### src/rtl/l0_fill_scheduler_pkg.sv
`default_nettype none
// ============================================================================
// Module  : l0_sched_pkg
// Brief   : Shared types and constants for the L0 fill scheduler.
// Revision: 1.0
// ============================================================================
package l0_sched_pkg;

    localparam int NUM_REQ    = 3;
    localparam int REQ_WEIGHT = 0;
    localparam int REQ_INPUT  = 1;
    localparam int REQ_OUTPUT = 2;

    typedef enum logic [2:0] {
        IDLE     = 3'd0,
        ARB      = 3'd1,
        OVERHEAD = 3'd2,
        BURST    = 3'd3,
        DRAIN    = 3'd4
    } sched_state_t;

    // Next requester index in round-robin order, wrapping 2 -> 0.
    function automatic logic [1:0] rr_next(input logic [1:0] idx);
        return (idx == 2'(REQ_OUTPUT)) ? 2'(REQ_WEIGHT) : idx + 2'd1;
    endfunction

    function automatic logic [NUM_REQ-1:0] req_onehot(input logic [1:0] idx);
        return {{(NUM_REQ-1){1'b0}}, 1'b1} << idx;
    endfunction

endpackage
`default_nettype wire

### src/rtl/l0_fill_scheduler_if.sv
`default_nettype none
// ============================================================================
// Module  : l0_fill_scheduler_if
// Brief   : Request/grant and Mem/L0 enable bundle of the L0 fill scheduler.
// Revision: 1.0
// ============================================================================
interface l0_fill_scheduler_if
    import l0_sched_pkg::*;
#(
    parameter int MEM_ADDR_WIDTH = 4,
    parameter int L0_ADDR_WIDTH  = 3,
    parameter int LEN_WIDTH      = 4
);
    logic [NUM_REQ-1:0]                Req;
    logic [NUM_REQ*MEM_ADDR_WIDTH-1:0] Req_Base;
    logic [NUM_REQ*LEN_WIDTH-1:0]      Req_Len;
    logic [NUM_REQ-1:0]                Grant;
    logic [NUM_REQ-1:0]                Done;
    logic                              Mem_En_R;
    logic [MEM_ADDR_WIDTH-1:0]         Mem_Addr_Read;
    logic [NUM_REQ-1:0]                L0_En_W;
    logic [L0_ADDR_WIDTH-1:0]          L0_Addr_Write;
    logic                              Busy;

    // Requesters / loading logic side.
    modport master (
        output Req, Req_Base, Req_Len,
        input  Grant, Done, Mem_En_R, Mem_Addr_Read, L0_En_W, L0_Addr_Write, Busy
    );

    // Scheduler side.
    modport slave (
        input  Req, Req_Base, Req_Len,
        output Grant, Done, Mem_En_R, Mem_Addr_Read, L0_En_W, L0_Addr_Write, Busy
    );
endinterface
`default_nettype wire

### src/rtl/l0_rr_arbiter.sv
`default_nettype none
// ============================================================================
// Module  : l0_rr_arbiter
// Brief   : 3-way round-robin pick with pointer register; L0_FIXED_PRIORITY_EN
//           selects fixed priority weight > input > output instead.
// Revision: 1.0
// ============================================================================
module l0_rr_arbiter
    import l0_sched_pkg::*;
(
    input  logic               clk,
    input  logic               rst,
    input  logic [NUM_REQ-1:0] i_req,
    input  logic               i_update,
    output logic [NUM_REQ-1:0] o_grant,
    output logic [1:0]         o_idx,
    output logic               o_any
);

    logic [1:0] r_ptr;
    logic [1:0] w_idx;
    logic       w_any;
    logic       w_ptr_load;

    assign w_any = |i_req;

`ifdef L0_FIXED_PRIORITY_EN
    always_comb begin
        w_idx = 2'(REQ_WEIGHT);
        if (i_req[REQ_WEIGHT])
            w_idx = 2'(REQ_WEIGHT);
        else if (i_req[REQ_INPUT])
            w_idx = 2'(REQ_INPUT);
        else if (i_req[REQ_OUTPUT])
            w_idx = 2'(REQ_OUTPUT);
    end

    // Pointer is kept frozen at its reset value in this build.
    assign w_ptr_load = 1'b0;
`else
    logic [1:0] w_c1;
    logic [1:0] w_c2;
    logic [1:0] w_c3;

    assign w_c1 = rr_next(r_ptr);
    assign w_c2 = rr_next(w_c1);
    assign w_c3 = rr_next(w_c2);

    always_comb begin
        w_idx = w_c1;
        if (i_req[w_c1])
            w_idx = w_c1;
        else if (i_req[w_c2])
            w_idx = w_c2;
        else if (i_req[w_c3])
            w_idx = w_c3;
    end

    assign w_ptr_load = i_update & w_any;
`endif

    // Reset pointer at the output requester so the weight requester wins first.
    always_ff @(posedge clk or posedge rst) begin
        if (rst)
            r_ptr <= 2'(REQ_OUTPUT);
        else if (w_ptr_load)
            r_ptr <= w_idx;
    end

    assign o_idx   = w_idx;
    assign o_any   = w_any;
    assign o_grant = w_any ? req_onehot(w_idx) : '0;

endmodule
`default_nettype wire

### src/rtl/l0_fill_scheduler.sv
`default_nettype none
// ============================================================================
// Module  : l0_fill_scheduler
// Brief   : Arbitrates weight/input/output L0 fills onto the shared Mem read
//           port. Config macro: L0_FIXED_PRIORITY_EN (fixed priority arbiter).
// Revision: 1.0
// ============================================================================
module l0_fill_scheduler
    import l0_sched_pkg::*;
#(
    parameter int MEM_ADDR_WIDTH = 4,
    parameter int L0_ADDR_WIDTH  = 3,
    parameter int LEN_WIDTH      = 4,
    parameter int START_OVERHEAD = 100,
    parameter int OVERHEAD_WIDTH = 7
)(
    input  logic                clk,
    input  logic                Reset,
    l0_fill_scheduler_if.slave  bus
);

    localparam logic [OVERHEAD_WIDTH-1:0] c_ovh_load = OVERHEAD_WIDTH'(START_OVERHEAD);

    sched_state_t               r_state;
    logic [NUM_REQ-1:0]         r_grant;
    logic [NUM_REQ-1:0]         r_done;
    logic [MEM_ADDR_WIDTH-1:0]  r_base;
    logic [LEN_WIDTH-1:0]       r_len;
    logic [LEN_WIDTH-1:0]       r_offset;
    logic [OVERHEAD_WIDTH-1:0]  r_ovh_cnt;
    logic                       r_mem_en;
    logic [MEM_ADDR_WIDTH-1:0]  r_mem_addr;
    logic                       r_busy;
    logic [NUM_REQ-1:0]         r_l0_en;
    logic [L0_ADDR_WIDTH-1:0]   r_l0_addr;

    logic [NUM_REQ-1:0]         w_arb_grant;
    logic [1:0]                 w_arb_idx;
    logic                       w_arb_any;
    logic                       w_arb_update;
    logic [MEM_ADDR_WIDTH-1:0]  w_sel_base;
    logic [LEN_WIDTH-1:0]       w_sel_len;
    logic [LEN_WIDTH-1:0]       w_next_off;
    logic [MEM_ADDR_WIDTH-1:0]  w_next_addr;
    logic                       w_last;

    assign w_arb_update = (r_state == ARB);

    l0_rr_arbiter u_arb (
        .clk      (clk),
        .rst      (Reset),
        .i_req    (bus.Req),
        .i_update (w_arb_update),
        .o_grant  (w_arb_grant),
        .o_idx    (w_arb_idx),
        .o_any    (w_arb_any)
    );

    assign w_sel_base  = bus.Req_Base[w_arb_idx*MEM_ADDR_WIDTH +: MEM_ADDR_WIDTH];
    assign w_sel_len   = bus.Req_Len[w_arb_idx*LEN_WIDTH +: LEN_WIDTH];
    assign w_next_off  = r_offset + 1'b1;
    assign w_next_addr = r_base + MEM_ADDR_WIDTH'(w_next_off);
    assign w_last      = (r_offset == r_len - 1'b1);

    always_ff @(posedge clk or posedge Reset) begin
        if (Reset) begin
            r_state    <= IDLE;
            r_grant    <= '0;
            r_done     <= '0;
            r_base     <= '0;
            r_len      <= '0;
            r_offset   <= '0;
            r_ovh_cnt  <= '0;
            r_mem_en   <= 1'b0;
            r_mem_addr <= '0;
            r_busy     <= 1'b0;
        end else begin
            case (r_state)
                IDLE: begin
                    if (|bus.Req) begin
                        r_state <= ARB;
                        r_busy  <= 1'b1;
                    end
                end

                ARB: begin
                    if (!w_arb_any) begin
                        // Request withdrawn before it could be served.
                        r_state <= IDLE;
                        r_busy  <= 1'b0;
                    end else begin
                        r_grant <= w_arb_grant;
                        r_base  <= w_sel_base;
                        r_len   <= w_sel_len;
                        if (w_sel_len == '0) begin
                            r_state <= DRAIN;
                            r_done  <= w_arb_grant;
                        end else if (START_OVERHEAD == 0) begin
                            r_state    <= BURST;
                            r_mem_en   <= 1'b1;
                            r_mem_addr <= w_sel_base;
                            r_offset   <= '0;
                        end else begin
                            r_state   <= OVERHEAD;
                            r_ovh_cnt <= c_ovh_load;
                        end
                    end
                end

                OVERHEAD: begin
                    r_ovh_cnt <= r_ovh_cnt - 1'b1;
                    if (r_ovh_cnt <= OVERHEAD_WIDTH'(1)) begin
                        r_state    <= BURST;
                        r_mem_en   <= 1'b1;
                        r_mem_addr <= r_base;
                        r_offset   <= '0;
                    end
                end

                BURST: begin
                    if (w_last) begin
                        r_state  <= DRAIN;
                        r_mem_en <= 1'b0;
                        r_done   <= r_grant;
                    end else begin
                        r_offset   <= w_next_off;
                        r_mem_addr <= w_next_addr;
                    end
                end

                DRAIN: begin
                    r_state <= IDLE;
                    r_done  <= '0;
                    r_grant <= '0;
                    r_busy  <= 1'b0;
                end

                default: begin
                    r_state  <= IDLE;
                    r_grant  <= '0;
                    r_done   <= '0;
                    r_mem_en <= 1'b0;
                    r_busy   <= 1'b0;
                end
            endcase
        end
    end

    // Mem read data returns one cycle later, so the L0 write side trails the read.
    always_ff @(posedge clk or posedge Reset) begin
        if (Reset) begin
            r_l0_en   <= '0;
            r_l0_addr <= '0;
        end else begin
            r_l0_en   <= r_mem_en ? r_grant : '0;
            r_l0_addr <= L0_ADDR_WIDTH'(r_offset);
        end
    end

    assign bus.Grant         = r_grant;
    assign bus.Done          = r_done;
    assign bus.Mem_En_R      = r_mem_en;
    assign bus.Mem_Addr_Read = r_mem_addr;
    assign bus.L0_En_W       = r_l0_en;
    assign bus.L0_Addr_Write = r_l0_addr;
    assign bus.Busy          = r_busy;

endmodule
`default_nettype wire

### src/flat_wrapper.sv
// flat-port wrapper written by rule: the top's interface ports become plain ports
module l0_fill_scheduler_flat import l0_sched_pkg::*;
#(
    parameter int MEM_ADDR_WIDTH = 4,
    parameter int L0_ADDR_WIDTH  = 3,
    parameter int LEN_WIDTH      = 4,
    parameter int START_OVERHEAD = 100,
    parameter int OVERHEAD_WIDTH = 7
)
  (clk, Reset, bus_Req, bus_Req_Base, bus_Req_Len, bus_Grant, bus_Done, bus_Mem_En_R, bus_Mem_Addr_Read, bus_L0_En_W, bus_L0_Addr_Write, bus_Busy);
  l0_fill_scheduler_if #(.MEM_ADDR_WIDTH(MEM_ADDR_WIDTH), .L0_ADDR_WIDTH(L0_ADDR_WIDTH), .LEN_WIDTH(LEN_WIDTH)) bus_i ();
  input  logic clk;
  input  logic Reset;
  input wire logic [$bits(bus_i.Req)-1:0] bus_Req;
  input wire logic [$bits(bus_i.Req_Base)-1:0] bus_Req_Base;
  input wire logic [$bits(bus_i.Req_Len)-1:0] bus_Req_Len;
  output wire logic [$bits(bus_i.Grant)-1:0] bus_Grant;
  output wire logic [$bits(bus_i.Done)-1:0] bus_Done;
  output wire logic [$bits(bus_i.Mem_En_R)-1:0] bus_Mem_En_R;
  output wire logic [$bits(bus_i.Mem_Addr_Read)-1:0] bus_Mem_Addr_Read;
  output wire logic [$bits(bus_i.L0_En_W)-1:0] bus_L0_En_W;
  output wire logic [$bits(bus_i.L0_Addr_Write)-1:0] bus_L0_Addr_Write;
  output wire logic [$bits(bus_i.Busy)-1:0] bus_Busy;
  assign bus_i.Req = bus_Req;
  assign bus_i.Req_Base = bus_Req_Base;
  assign bus_i.Req_Len = bus_Req_Len;
  assign bus_Grant = bus_i.Grant;
  assign bus_Done = bus_i.Done;
  assign bus_Mem_En_R = bus_i.Mem_En_R;
  assign bus_Mem_Addr_Read = bus_i.Mem_Addr_Read;
  assign bus_L0_En_W = bus_i.L0_En_W;
  assign bus_L0_Addr_Write = bus_i.L0_Addr_Write;
  assign bus_Busy = bus_i.Busy;
  l0_fill_scheduler #(.MEM_ADDR_WIDTH(MEM_ADDR_WIDTH), .L0_ADDR_WIDTH(L0_ADDR_WIDTH), .LEN_WIDTH(LEN_WIDTH), .START_OVERHEAD(START_OVERHEAD), .OVERHEAD_WIDTH(OVERHEAD_WIDTH)) u_core (.clk(clk), .Reset(Reset), .bus(bus_i));
endmodule
### config.mk
export PLATFORM = sky130hd
export DESIGN_NAME = l0_fill_scheduler_flat
export DESIGN_NICKNAME = d
export VERILOG_FILES = /design/src/rtl/l0_fill_scheduler_pkg.sv /design/src/rtl/l0_fill_scheduler_if.sv /design/src/rtl/l0_rr_arbiter.sv /design/src/rtl/l0_fill_scheduler.sv /design/src/flat_wrapper.sv
export SDC_FILE = /design/constraint.sdc
export NUM_CORES = 1
export LEC_CHECK = 0
export ABC_AREA = 1
export CAP_MARGIN = 30
export CORE_MARGIN = 5
export CORE_UTILIZATION = 52
export CTS_CLUSTER_SIZE = 8
export DETAILED_ROUTE_END_ITERATION = 16
export PLACE_DENSITY = 0.87
export SLEW_MARGIN = 15
export SYNTH_ARGS = -nofsm -noshare
export SYNTH_HDL_FRONTEND = slang
export SYNTH_SLANG_ARGS = --single-unit
### constraint.sdc
create_clock -name clk -period 2.04 [get_ports clk]
set_input_delay 0.306 -clock clk [delete_from_list [all_inputs] [get_ports clk]]
set_output_delay 0.306 -clock clk [all_outputs]
set_load 0.02 [all_outputs]
* After elaboration in Yosys (flattened, before gate mapping)
Index checks and enable logic that the tools add are counted.
** Word-level totals
- Input bits :: 29
- Register bits :: 42
** Operators by class
- Order comparisons :: 4
- Add/sub/neg operators :: 7
- Bitwise operators :: 5
- Equal/unequal tests :: 16
- Shifts and indexed selects :: 3
- Multiplexer cells :: 40
- Reductions and logical operators :: 17
** Operator list (count)
- $mux 3 :: 10
- $shiftx 12x5->4 :: 2
- $mux 4 :: 4
- $pmux 4 s2 :: 2
- $reduce_and 3->1 :: 5
- $mux 7 :: 2
- $pmux 7 s2 :: 1
- $mux 2 :: 6
- $pmux 3 s4 :: 1
- $lt 2x3->1 const B :: 3
- $pmux 3 s3 :: 1
- $reduce_or 3->1 :: 3
- $ne 2x1->1 const B :: 4
- $ne 2x2->1 const B :: 4
- $le 7x1->1 const B :: 1
- $mux 1 :: 7
- $sub 7x1->7 const B :: 1
- $add 2x1->2 const B :: 3
- $bmux 1 s2 :: 3
- $eq 2x2->1 const B :: 3
- $eq 3x2->1 const B :: 2
- $pmux 1 s3 :: 2
- $pmux 3 s2 :: 1
- $add 4x1->4 const B :: 1
- other kinds (14) :: 20

* Logic depth before layout (Yosys ltp)
Gate-level depths: netlist of run 1.
- Depth after elaboration :: 16
- Depth in mapped cells :: 16
- Gate-level depth less buffers :: 16

* Cells and area by module
From an unflattened synthesis of run 1, not the netlist that was laid out.
** Unflattened totals
- Cell total of the unflattened synthesis :: 349
- Area, all modules :: 2613.8 µm²
** By module, submodules not included
- l0_fill_scheduler :: instances 1, cells an instance 302, area each 2348.5 µm²
- l0_rr_arbiter :: instances 1, cells an instance 47, area each 265.3 µm²

* Worst setup path after synthesis of run 1
OpenSTA, ideal clock, no wires.
- Kind :: register -> register
- Start :: reg u_core.r_offset[0]
- End :: reg u_core.r_mem_addr[3] (netlist: u_core.bus.Mem_Addr_Read[3])
- Path slack :: 0.210 ns
- Clock period less this slack :: 1.830 ns
- Path buffers :: 0
- Arrival time :: 1.703 ns
- Required time :: 1.913 ns
- Setup time :: 0.127 ns
- Cell stages (with the launch flop) :: 9
- Cells stage by stage :: dfrtp_1 > ha_1 > ha_1 > a21o_1 > a21oi_1 > a21oi_1 > o21ai_0 > xor2_1 > o21ai_0
** Between the ends
- Word-level cells in the longest chain between the ends :: 4
** Ends and longest elaborated chain
- start, declared :: RTL line l0_fill_scheduler.sv:29 : logic [LEN_WIDTH-1:0] r_offset;
- start signal, assigned :: RTL line l0_fill_scheduler.sv:126 : r_offset <= w_next_off;
- $add 4x1->4 :: RTL line l0_fill_scheduler.sv:61 : assign w_next_off = r_offset + 1'b1;
- $add 4x4->4 :: RTL line l0_fill_scheduler.sv:62 : assign w_next_addr = r_base + MEM_ADDR_WIDTH'(w_next_off);
- $mux 4 :: RTL line l0_fill_scheduler.sv:121 : if (w_last) begin
- $pmux 4 s2 :: RTL line l0_fill_scheduler.sv:78 : case (r_state)
- end signal, assigned :: RTL line l0_fill_scheduler.sv:101 : r_mem_addr <= w_sel_base;
- end signal, assigned :: RTL line l0_fill_scheduler.sv:115 : r_mem_addr <= r_base;
- end signal, assigned :: RTL line l0_fill_scheduler.sv:127 : r_mem_addr <= w_next_addr;
- end, declared :: RTL line l0_fill_scheduler.sv:32 : logic [MEM_ADDR_WIDTH-1:0] r_mem_addr;
Several ways; a longest one is shown, not always the timed one. The select of a mux whose other input is x is not followed.
A chain may end at the register's enable or synchronous reset.

* Final worst setup path of run 1
- Start :: reg u_core.u_arb.r_ptr[1]
- End :: reg u_core.r_state[1]
** Between the ends
- Word-level cells in the longest chain between the ends :: 16
** Ends and longest elaborated chain
- start, declared :: RTL line l0_rr_arbiter.sv:20 : logic [1:0] r_ptr;
- start signal, assigned :: RTL line l0_rr_arbiter.sv:65 : r_ptr <= 2'(REQ_OUTPUT);
- start signal, assigned :: RTL line l0_rr_arbiter.sv:67 : r_ptr <= w_idx;
- $add 2x1->2 or $eq 2x2->1 (tied branches) :: RTL line l0_fill_scheduler_pkg.sv:24 : return (idx == 2'(REQ_OUTPUT)) ? 2'(REQ_WEIGHT) : idx + 2'd1;
- $mux 2 (*) :: RTL line l0_fill_scheduler_pkg.sv:24
- $add 2x1->2 or $eq 2x2->1 (tied branches) :: RTL line l0_fill_scheduler_pkg.sv:24
- $mux 2 :: RTL line l0_fill_scheduler_pkg.sv:24
- $add 2x1->2 or $eq 2x2->1 (tied branches) :: RTL line l0_fill_scheduler_pkg.sv:24
- $mux 2 :: RTL line l0_fill_scheduler_pkg.sv:24
- $bmux 1 s2 :: RTL line l0_rr_arbiter.sv:55 : else if (i_req[w_c3])
- $mux 1 (not written as such) :: RTL line l0_rr_arbiter.sv:55
- $mux 2 :: RTL line l0_rr_arbiter.sv:55
- $mux 2 :: RTL line l0_rr_arbiter.sv:53 : else if (i_req[w_c2])
- $mux 2 (*) :: RTL line l0_rr_arbiter.sv:51 : if (i_req[w_c1])
- $shiftx 12x5->4 (*) :: RTL line l0_fill_scheduler.sv:60 : assign w_sel_len = bus.Req_Len[w_arb_idx*LEN_WIDTH +: LEN_WIDTH];
- $logic_not 4->1 (*) :: RTL line l0_fill_scheduler.sv:95 : if (w_sel_len == '0) begin
- $mux 3 (*) :: RTL line l0_fill_scheduler.sv:95
- $mux 3 (*) :: RTL line l0_fill_scheduler.sv:87 : if (!w_arb_any) begin
- $pmux 3 s4 (*) :: RTL line l0_fill_scheduler.sv:78
- end signal, assigned :: RTL line l0_fill_scheduler.sv:81 : r_state <= ARB;
- end signal, assigned :: RTL line l0_fill_scheduler.sv:89 : r_state <= IDLE;
- end signal, assigned :: RTL line l0_fill_scheduler.sv:96 : r_state <= DRAIN;
- end, declared :: RTL line l0_fill_scheduler.sv:24 : sched_state_t r_state;
Every way passes the cells marked *; elsewhere a longest branch is shown, timed or not. The select of a mux whose other input is x is not followed.

==> results.cfg, run 1 <==
[outcome]
outcome = finished, final reports clean

[yosys]
yosysSeqAreaShare_pct = 43.4
syn_area_mm2 = 0.00242
avgSynthCellArea_um2 = 7.97
ys_seq_elements = 42
ys.warnings.count = 0
synthDistinctLibCells = 35
syn_nets = 341
syn_inst = 304

[die]
core_mm2 = 0.00444
initial_core_util_pct = 54.5
die_h_um = 78.3
die-area_mm2 = 0.00612
die_w_um = 78.3
num_rows = 24
io_pins = 47

[timing]
worst_pin_slew_ps = 729
drv_slew = 0
period_needed_ps = 2030
period_share_pct = 99.4
finalHoldViolCount = 0
fmax_mhz = 493
rsz0062_at_grt = true
finClkSkew_ps = 5.04
setup_viol = 0
timing.slew.headroom_pct = 51.2
setup-tns-final_ps = 0

[cts]
cts_buffer_depth = 2
cts_hold_buffers = 0
cts_tree = done
cts_inserted_buffers = 5
htree_levels = 2
clock_latency_ps = 300
clkSlewWorstSetupHoldPaths_ps = 80
cts.sinks = 42
clock_tree.root_cell = clkbuf_8

[placement]
dp.cells = 422
numPortBuffers = 46
place_congestion = 0.945
hpwl_mm = 4.36

[grt]
grt_pass1_vias = 2214
grt_pass1_wl_mm = 9.53
overflow = 0
antenna_found_initial = 0
grt_max_degree = 43
grt_usage_pct = 19.2

[power_and_ir_drop]
p_per_area_mw_per_mm2 = 1740
p_leak_nw = 1.66
vdd_drop_max_mv = 0.919
finalPower_w = 0.00585

[cells_and_area]
final_common_cell = nand2_1
fin_nets = 424
num_antenna_cells = 0
post-route-util_pct = 75.5
area_delta_synth_final_pct = 38.6
drive_above_1_share_pct = 24.2
final_cell_mix = nand2_1, clkdlybuf4s50_1, dfrtp_1
fin_cells = 440

[worst_setup_path]
criticalPathCategory = reg2reg
critPathSlowestCell = dfstp_2
worstPathRequired_ps = 2230
crit_path_start_kind = flop
critPathTopFamily = simple AND/OR/NAND/NOR gates
crit_buf_inv = 2
crit_arrival_ps = 2220
worstSetupEndpointType = flop
path_max_fanout = 8
crit_chain = inv_2, nand3_2, nand3_4, nor2_4, nand2_2, nand2_4, inv_2, nand2_1, nand3_2, nor2_4, nand2_4, nand2_4, nand2_2, nand2_1, nand2_1
cpPeakStageDelay_ps = 610

[routing]
wl_per_cell_um = 13.6
avgViaCountPerCell = 5.37
wl_mm = 6.00
dr.pass1.iters = 5
vias = 2362
initialDrtViolationCount = 248
ant_nets = 0
drc = 0

[flow_run]
maxCapViolCount = 0

[worst_hold_path]
hp-class = in2async
## area by class of cell
cell class | instances | area, µm²
Multi-Input combinational cell | 219 | 1290
Tap cell | 52 | 65.1
Timing Repair Buffer | 78 | 704
Inverter | 41 | 154
Clock inverter | 1 | 5.00
Sequential cell | 42 | 1050
Clock buffer | 7 | 86.3
Fill cell | 297 | 1090
## registers in the layout, indices dropped and copies added (netlist names)
name                      cells
u_core.r_base                 4
u_core.r_ovh_cnt              7
u_core.u_arb.r_ptr            2
u_core.bus.Done               3
u_core.bus.Mem_Addr_Read      4
u_core.bus.Grant              3
u_core.r_offset               4
u_core.bus.Mem_En_R           1
u_core.r_state                3
u_core.bus.Busy               1
u_core.bus.L0_Addr_Write      3
u_core.bus.L0_En_W            3
u_core.r_len                  4
## timing repair
| action | in CTS | in global routing |
|---|---|---|
| setup buffers | 0 | 10 |
| endpoints found under the setup margin | 0 | 23 |
| resized for setup | 0 | 30 |
## cells by family after synthesis
group                    after synthesis  share of synthesized area (%)
flip-flops                            42                           43.4
XOR/XNOR                               8                           2.89
AND/OR/NAND/NOR                      155                           31.0
adder cells (fa/ha/maj)                8                           4.44
AO/OA/AOI/OAI                         48                           11.5
buffers and inverters                 43                           6.77
## synthesized netlist by cell type
library cell | number | share of area (%)
nand2_1 | 79 | 12
dfrtp_1 | 41 | 42
inv_1 | 33 | 5.1
nor2_1 | 24 | 3.7
nand3_1 | 22 | 4.5
o21ai_0 | 18 | 3.7
a21oi_1 | 12 | 2.5
a31oi_1 | 8 | 2.1
inv_2 | 8 | 1.2
ha_1 | 7 | 3.6
nand2_2 | 7 | 1.8
nand3_2 | 5 | 2.1
nand2_4 | 4 | 1.9
nor2_4 | 4 | 1.9
xnor2_1 | 4 | 1.4
xor2_1 | 4 | 1.4
buf_2 | 2 | 0.41
nor2_2 | 2 | 0.52
nor3_2 | 2 | 0.83
o22ai_1 | 2 | 0.52
or2_2 | 2 | 0.52
a21o_1 | 1 | 0.31
a21oi_2 | 1 | 0.36
a22o_1 | 1 | 0.36
a22oi_1 | 1 | 0.31
dfstp_2 | 1 | 1.1
fa_1 | 1 | 0.83
nand3b_1 | 1 | 0.31
nand4_1 | 1 | 0.26
nor3_1 | 1 | 0.21
nor4_1 | 1 | 0.26
o2111a_1 | 1 | 0.46
o2111ai_1 | 1 | 0.36
o21ai_1 | 1 | 0.21
o31ai_1 | 1 | 0.31
## metal layers
metal | track usage, % | vias up | wire [µm]
met5 | 0 | - | 0
met4 | 8.04 | 0 | 167
met3 | 4.23 | 16 | 398
met2 | 32.4 | 91 | 2970
met1 | 23.8 | 1100 | 2470
li1 | - | 1155 | -
## worst register-to-register path: stages, from the launching register on
cell and delay (ps):
dfstp_2 610, inv_2 80, nand3_2 80, nand3_4 90
nor2_4 120, nand2_2 80, nand2_4 90, inv_2 70
nand2_1 70, nand3_2 120, nor2_4 150, nand2_4 80
nand2_4 110, nand2_2 60, nand2_1 60, nand2_1 50
## metrics by stage
stage / hold WS (ps) / setup WS, ps / area, µm²
after floorplan: 434 / 210 / 2420
after global placement: 459 / -67.6 / 3100
after detailed placement: 464 / -188 / 3100
after CTS: 451 / 16.4 / 3190
after global routing: 503 / -149 / 3360
final: 429 / 12.6 / 3360
## power by group
group | internal (W) | switching [W] | total [W]
combinational | 0.00163 | 0.00215 | 0.00379
sequential | 0.00121 | 0.000310 | 0.00152
clock | 0.000273 | 0.000273 | 0.000546
## final timing paths
path	to	start	slack, ps	cells after the start
max	u_core.r_state[1]	u_core.u_arb.r_ptr[1]	10	15
min	u_core.bus.Mem_Addr_Read[2]	Reset	430	3
max reg2reg	u_core.r_state[1]	u_core.u_arb.r_ptr[1]	10	15
min reg2reg	u_core.bus.Done[0]	u_core.bus.Done[0]	480	2
max in group asynchronous	u_core.u_arb.r_ptr[1]	Reset	1220	3
min in group clk	u_core.bus.Done[0]	u_core.bus.Done[0]	480	2
Power figures use the tool's default switching activity.
==> run 2: changes to the inputs <==
- GPL_ROUTABILITY_DRIVEN: unset -> 0
- clock period: 2.04 -> 1.9 ns (I/O delays scaled with it)
==> run 2 against run 1 <==
Compared with the run above:
- the run now ends with design-rule violations, negative setup slack left
- critical path depth decreased by 2
- wire length increased by 27%
- die area unchanged
- critical path type unchanged
- largest cell class unchanged
- largest power group unchanged
==> results.cfg, run 2 (synthesized netlist as in run 1, its figures left out) <==
[cells_and_area]
fin_nets = 436
num_antenna_cells = 0
fin_cells = 452
stdcell_area_mm2 = 0.00357
area_delta_synth_final_pct = 47.3
drive_above_1_share_pct = 30.0
largest_reg_flops = 7
final_common_cell = nand2_1
final_cell_mix = nand2_1, clkdlybuf4s50_1, buf_4, dfrtp_1, inv_1
num-fill-cells = 255
top_register = u_core.r_ovh_cnt

[routing]
dr.pass1.iters = 13
vias = 2622
drc = 1
initialDrtViolationCount = 307
avgViaCountPerCell = 5.80
wl_per_cell_um = 16.9
wl_mm = 7.64
ant_nets = 0

[grt]
antenna_found_initial = 0
grt_pass1_wl_mm = 11.1
grt_usage_pct = 22.8
grt_max_degree = 43
grt_pass1_vias = 2386
overflow = 0

[placement]
hpwl_mm = 4.66
place_ws_ps = -299
dp.cells = 433
dpl-instance-area_mm2 = 0.00319
numPortBuffers = 46

[worst_setup_path]
path_common_cell = nand2_2
crit_chain = inv_2, nand3_2, nand2_2, nor2_4, nand2_2, a21oi_4, buf_4, buf_6, nand2_2, inv_2, buf_6, nand2_2, a31oi_4
cpPeakStageDelay_ps = 620
criticalPathCategory = reg2reg
path_max_fanout = 6
worstPathRequired_ps = 2120
critPathSlowestCell = dfstp_2
crit_arrival_ps = 2320
worstSetupEndpointType = flop
crit_path_start_kind = flop

[die]
num_rows = 24
die_h_um = 78.3
core_mm2 = 0.00444
die_w_um = 78.3
die-area_mm2 = 0.00612
io_pins = 47
initial_core_util_pct = 54.5

[cts]
cts_inserted_buffers = 5
cts.sinks = 42
cts_tree = done
cts_buffer_depth = 2
htree_levels = 2
clock_latency_ps = 300
cts_hold_buffers = 0
clkSlewWorstSetupHoldPaths_ps = 80
clock_tree.root_cell = clkbuf_8

[timing]
worst_pin_slew_ps = 616
drv_slew = 0
timing.slew.headroom_pct = 58.9
finClkSkew_ps = 11.4
period_needed_ps = 2100
hold_ws_ps = 408
setup_viol = 28
period_share_pct = 111
rsz0062_at_grt = true
fmax_mhz = 476
fin_ws_ps = -200
finalHoldViolCount = 0

[power_and_ir_drop]
p_per_area_mw_per_mm2 = 2020
vdd_drop_max_mv = 1.10
finalPower_w = 0.00719
switching_power_w = 0.00345
internal_power_w = 0.00374
pwr-share-comb_pct = 68.7
clkPwrFrac_pct = 8.4
p_leak_nw = 1.74
swShare_pct = 48.0
p_seq_share_pct = 22.9

[worst_hold_path]
hp-class = in2async

[flow_run]
maxCapViolCount = 0

[outcome]
outcome = finished with violations
violations = design-rule violations, negative setup slack
[run 2: cell count changes in the layout (fill, tap and decap cells not counted), sizes merged]
| cell | previous run | this run |
|---|---|---|
| buf | 32 | 44 |
[run 2: layout make-up]
cell class | count | area (µm²) | area share, %
multi-input cells | 219 | 1400 | 39.1
flip-flops and latches | 42 | 1050 | 29.5
well taps | 52 | 65.1 | 1.82
repair buffers | 90 | 802 | 22.5
clock buffers | 7 | 86.3 | 2.42
clock inverters | 1 | 5.00 | 0.140
inverters | 41 | 161 | 4.52
[run 2: worst paths after layout]
kind | start | endpoint | slack, ps | cells after the start
worst max-delay path | u_core.u_arb.r_ptr[1] | u_core.r_base[2] | -200 | 13
worst min-delay path | Reset | u_core.bus.Mem_Addr_Read[1] | 410 | 3
worst max register to register | u_core.u_arb.r_ptr[1] | u_core.r_base[2] | -200 | 13
worst min register to register | u_core.bus.Done[0] | u_core.bus.Done[0] | 490 | 2
max in group asynchronous | Reset | u_core.u_arb.r_ptr[1] | 1120 | 3
min in group clk | u_core.bus.Done[0] | u_core.bus.Done[0] | 490 | 2
[run 2: per-layer routing]
metal / wire [µm] / track usage, % / up-vias
li1: - / - / 1178
met1: 2820 / 26.5 / 1252
met2: 3910 / 40.5 / 159
met3: 616 / 5.49 / 33
met4: 300 / 8.92 / 0
met5: 0 / 0 / -
[run 2: critical path: cells and delay by family (launching register included)]
kind / cells / cell delay (ps)
buf+inv: 5 / 520
flops: 1 / 620
simple gates: 6 / 510
compound gates: 2 / 370
[run 2: repair_timing]
action                                  in CTS  in global routing
endpoints found under the setup margin      17                 31
setup buffers                                5                  6
pin swaps                                    5                  9
gates resized for setup                     23                 34
[run 2: per-stage QoR]
stage / utilization, % / setup TNS (ps)
2_1_floorplan: - / 0
3_3_place_gp: 71.7 / -3000
3_5_place_dp: 71.7 / -4630
4_1_cts: 76.4 / -642
5_1_grt: 80.3 / -7000
6_report: 80.3 / -3110
[run 2: power groups by stage]
stage,registers (W),clock network [W],logic [W]
after floorplan,0.00175,0,0.00222
after global placement,0.00158,0,0.00369
after detailed placement,0.00160,0,0.00386
after CTS,0.00160,0.000605,0.00419
after global routing,0.00168,0.000645,0.00537
final,0.00165,0.000602,0.00494
==> run 3: changes to the inputs <==
- CORE_UTILIZATION: 52 -> 57
- DONT_BUFFER_PORTS: unset -> 1
- PLACE_DENSITY: 0.87 -> 0.82
- clock period: 1.9 -> 1.72 ns (I/O delays scaled with it)
==> run 3 against run 2 <==
Compared with the run above:
- the run ends with negative setup slack left
- register-to-register slack worse by 140 ps
- clock power is 2% higher
- critical path depth stayed put
- setup slack worse by 140 ps
- utilization is 3.7 points higher
- wire length is 4.6% lower
- combinational power is 17% higher
- via count is 7.1% lower
- sequential power is 26% higher
- worst hold slack worse by 310 ps
- die area is 7.7% lower
- largest cell class unchanged
- largest power group unchanged
==> results.cfg, run 3 (synthesized netlist as in run 1, its figures left out) <==
[worst_hold_path]
hold-path-cell-count = 2
min_from = bus_Req_Base[2]
hp-class = in2reg
worstHoldEndpoint = u_core.r_base[2]

[cells_and_area]
fin_nets = 405
final_common_cell = nand2_1
area_delta_synth_final_pct = 40.7
final_cell_mix = nand2_1, buf_4, dfrtp_1
num_antenna_cells = 0
top_register = u_core.r_ovh_cnt
fin_cells = 419
drive_above_1_share_pct = 42.0
largest_reg_flops = 7
num-fill-cells = 198

[grt]
grt_usage_pct = 25.7
grt_pass1_wl_mm = 11.0
antenna_found_initial = 0
grt_max_degree = 32
grt_pass1_vias = 2412
overflow = 0

[placement]
numPortBuffers = 0
hpwl_mm = 4.47
dp.cells = 390

[power_and_ir_drop]
internal_power_w = 0.00435
p_per_area_mw_per_mm2 = 2480
pwr-share-comb_pct = 68.1
clkPwrFrac_pct = 7.3
p_seq_share_pct = 24.6
swShare_pct = 48.6
switching_power_w = 0.00411
finalPower_w = 0.00845
vdd_drop_max_mv = 1.49
p_leak_nw = 1.66

[routing]
avgViaCountPerCell = 5.81
ant_nets = 0
dr.pass1.iters = 4
wl_per_cell_um = 17.4
initialDrtViolationCount = 218
drc = 0
vias = 2436
wl_mm = 7.29

[timing]
hold_ws_ps = 99.4
fin_ws_ps = -339
finalHoldViolCount = 0
setup_viol = 35
period_needed_ps = 2060
period_share_pct = 120
finClkSkew_ps = 5.81
timing.slew.headroom_pct = 66.9
rsz0062_at_grt = true
worst_pin_slew_ps = 496
fmax_mhz = 486
drv_slew = 0

[worst_setup_path]
critPathSlowestCell = dfrtp_1
critPathTopFamily = compound AO/OA/AOI/OAI gates
path_max_fanout = 4
criticalPathCategory = reg2reg
rrSetupSlack_ps = -340
worstPathRequired_ps = 1900
cpPeakStageDelay_ps = 370
r2r_start = u_core.r_len[0]
crit_arrival_ps = 2240
crit_chain = inv_2, ha_4, xor2_1, o21ai_1, a21oi_2, o2111ai_2, nand2_2, buf_6, inv_6, nand2_4, nand2_4, o21ai_2, o21ai_1
reg2reg_to = u_core.bus.Mem_En_R
reg2reg_depth = 13
crit_buf_inv = 3
worstSetupEndpointType = flop
crit_path_start_kind = flop

[cts]
cts_tree = done
cts_buffer_depth = 2
htree_levels = 2
clock_latency_ps = 300
clkSlewWorstSetupHoldPaths_ps = 80
cts.sinks = 42
clock_tree.root_cell = clkbuf_8
cts_inserted_buffers = 5

[die]
core_mm2 = 0.00406
io_pins = 47
initial_core_util_pct = 59.7
die_w_um = 75.2
die_h_um = 75.2
num_rows = 23
die-area_mm2 = 0.00565

[outcome]
violations = negative setup slack
outcome = finished with violations

[flow_run]
maxCapViolCount = 0
run 3: cell count changes in the layout (fill, tap and decap cells not counted), moves of 4 or more:
cell / before / now
buf_4: 41 / 48
o21ai_1: 8 / 4
clkdlybuf4s50_1: 46 / 0
nor2_1: 21 / 17
nand2_4: 8 / 12
buf_6: 3 / 9
a21oi_1: 9 / 5
o21ai_2: 0 / 5
run 3: layout make-up:
cell class / instances / area (µm²) / share of cell area, %
inverter: 41 / 179 / 5.25
tap: 50 / 62.6 / 1.84
multi-input combinational: 219 / 1540 / 45.2
sequential: 42 / 1050 / 30.9
timing repair buffer: 59 / 492 / 14.4
clock buffer: 8 / 80.1 / 2.35
run 3: repair_timing:
action | CTS | global route
setup endpoints to repair | 31 | 35
hold buffers | 1 | 0
pin swaps | 19 | 11
buffers inserted | 12 | 8
resized for setup | 64 | 37
endpoints found under the hold margin | 11 | 0
run 3: worst register-to-register path, stage by stage (launching register included):
cell,delay [ps]
dfrtp_1,370
inv_2,60
ha_4,260
xor2_1,170
o21ai_1,130
a21oi_2,140
o2111ai_2,130
nand2_2,150
buf_6,120
inv_6,40
nand2_4,70
nand2_4,80
o21ai_2,140
o21ai_1,100
run 3: how the worst max path moves through the flow:
stage                                     start                   to  slack (ps)  cells after the start
after floorplan           u_core.u_arb.r_ptr[1]  u_core.r_ovh_cnt[6]         -90                     15
after global placement    u_core.u_arb.r_ptr[1]    u_core.r_state[1]        -180                     15
after detailed placement  u_core.u_arb.r_ptr[1]  u_core.r_ovh_cnt[5]        -320                     15
after CTS                 u_core.u_arb.r_ptr[1]  u_core.r_ovh_cnt[5]        -250                     15
after global routing      u_core.u_arb.r_ptr[1]    u_core.r_state[1]        -460                     15
final                           u_core.r_len[0]  u_core.bus.Mem_En_R        -340                     13
run 3: routing by layer:
metal | track usage (%) | part of all wire, % | vias to the layer above
met4 | 15.1 | 5.0 | 0
met2 | 42.8 | 50 | 109
met1 | 31.0 | 38 | 1181
li1 | - | - | 1115
met5 | 0 | 0 | -
met3 | 4.81 | 6.7 | 31
run 3: power groups by stage:
stage / clock (W) / combinational [W] / sequential (W)
2_1_floorplan: 0 / 0.00248 / 0.00194
3_3_place_gp: 0 / 0.00368 / 0.00199
3_5_place_dp: 0 / 0.00382 / 0.00201
4_1_cts: 0.000621 / 0.00476 / 0.00202
5_1_grt: 0.000662 / 0.00628 / 0.00213
6_report: 0.000616 / 0.00576 / 0.00208
run 3: metrics by stage:
step / cell area [µm²] / utilization [%] / setup TNS, ps / setup WS (ps)
global route: 3410 / 84.0 / -11210 / -458
finish: 3410 / 84.0 / -7380 / -339
detailed placement: 2790 / 68.7 / -4440 / -316
global placement: 2790 / 68.7 / -2080 / -184
floorplan: 2440 / - / -762 / -88.8
CTS: 3190 / 78.7 / -3050 / -246
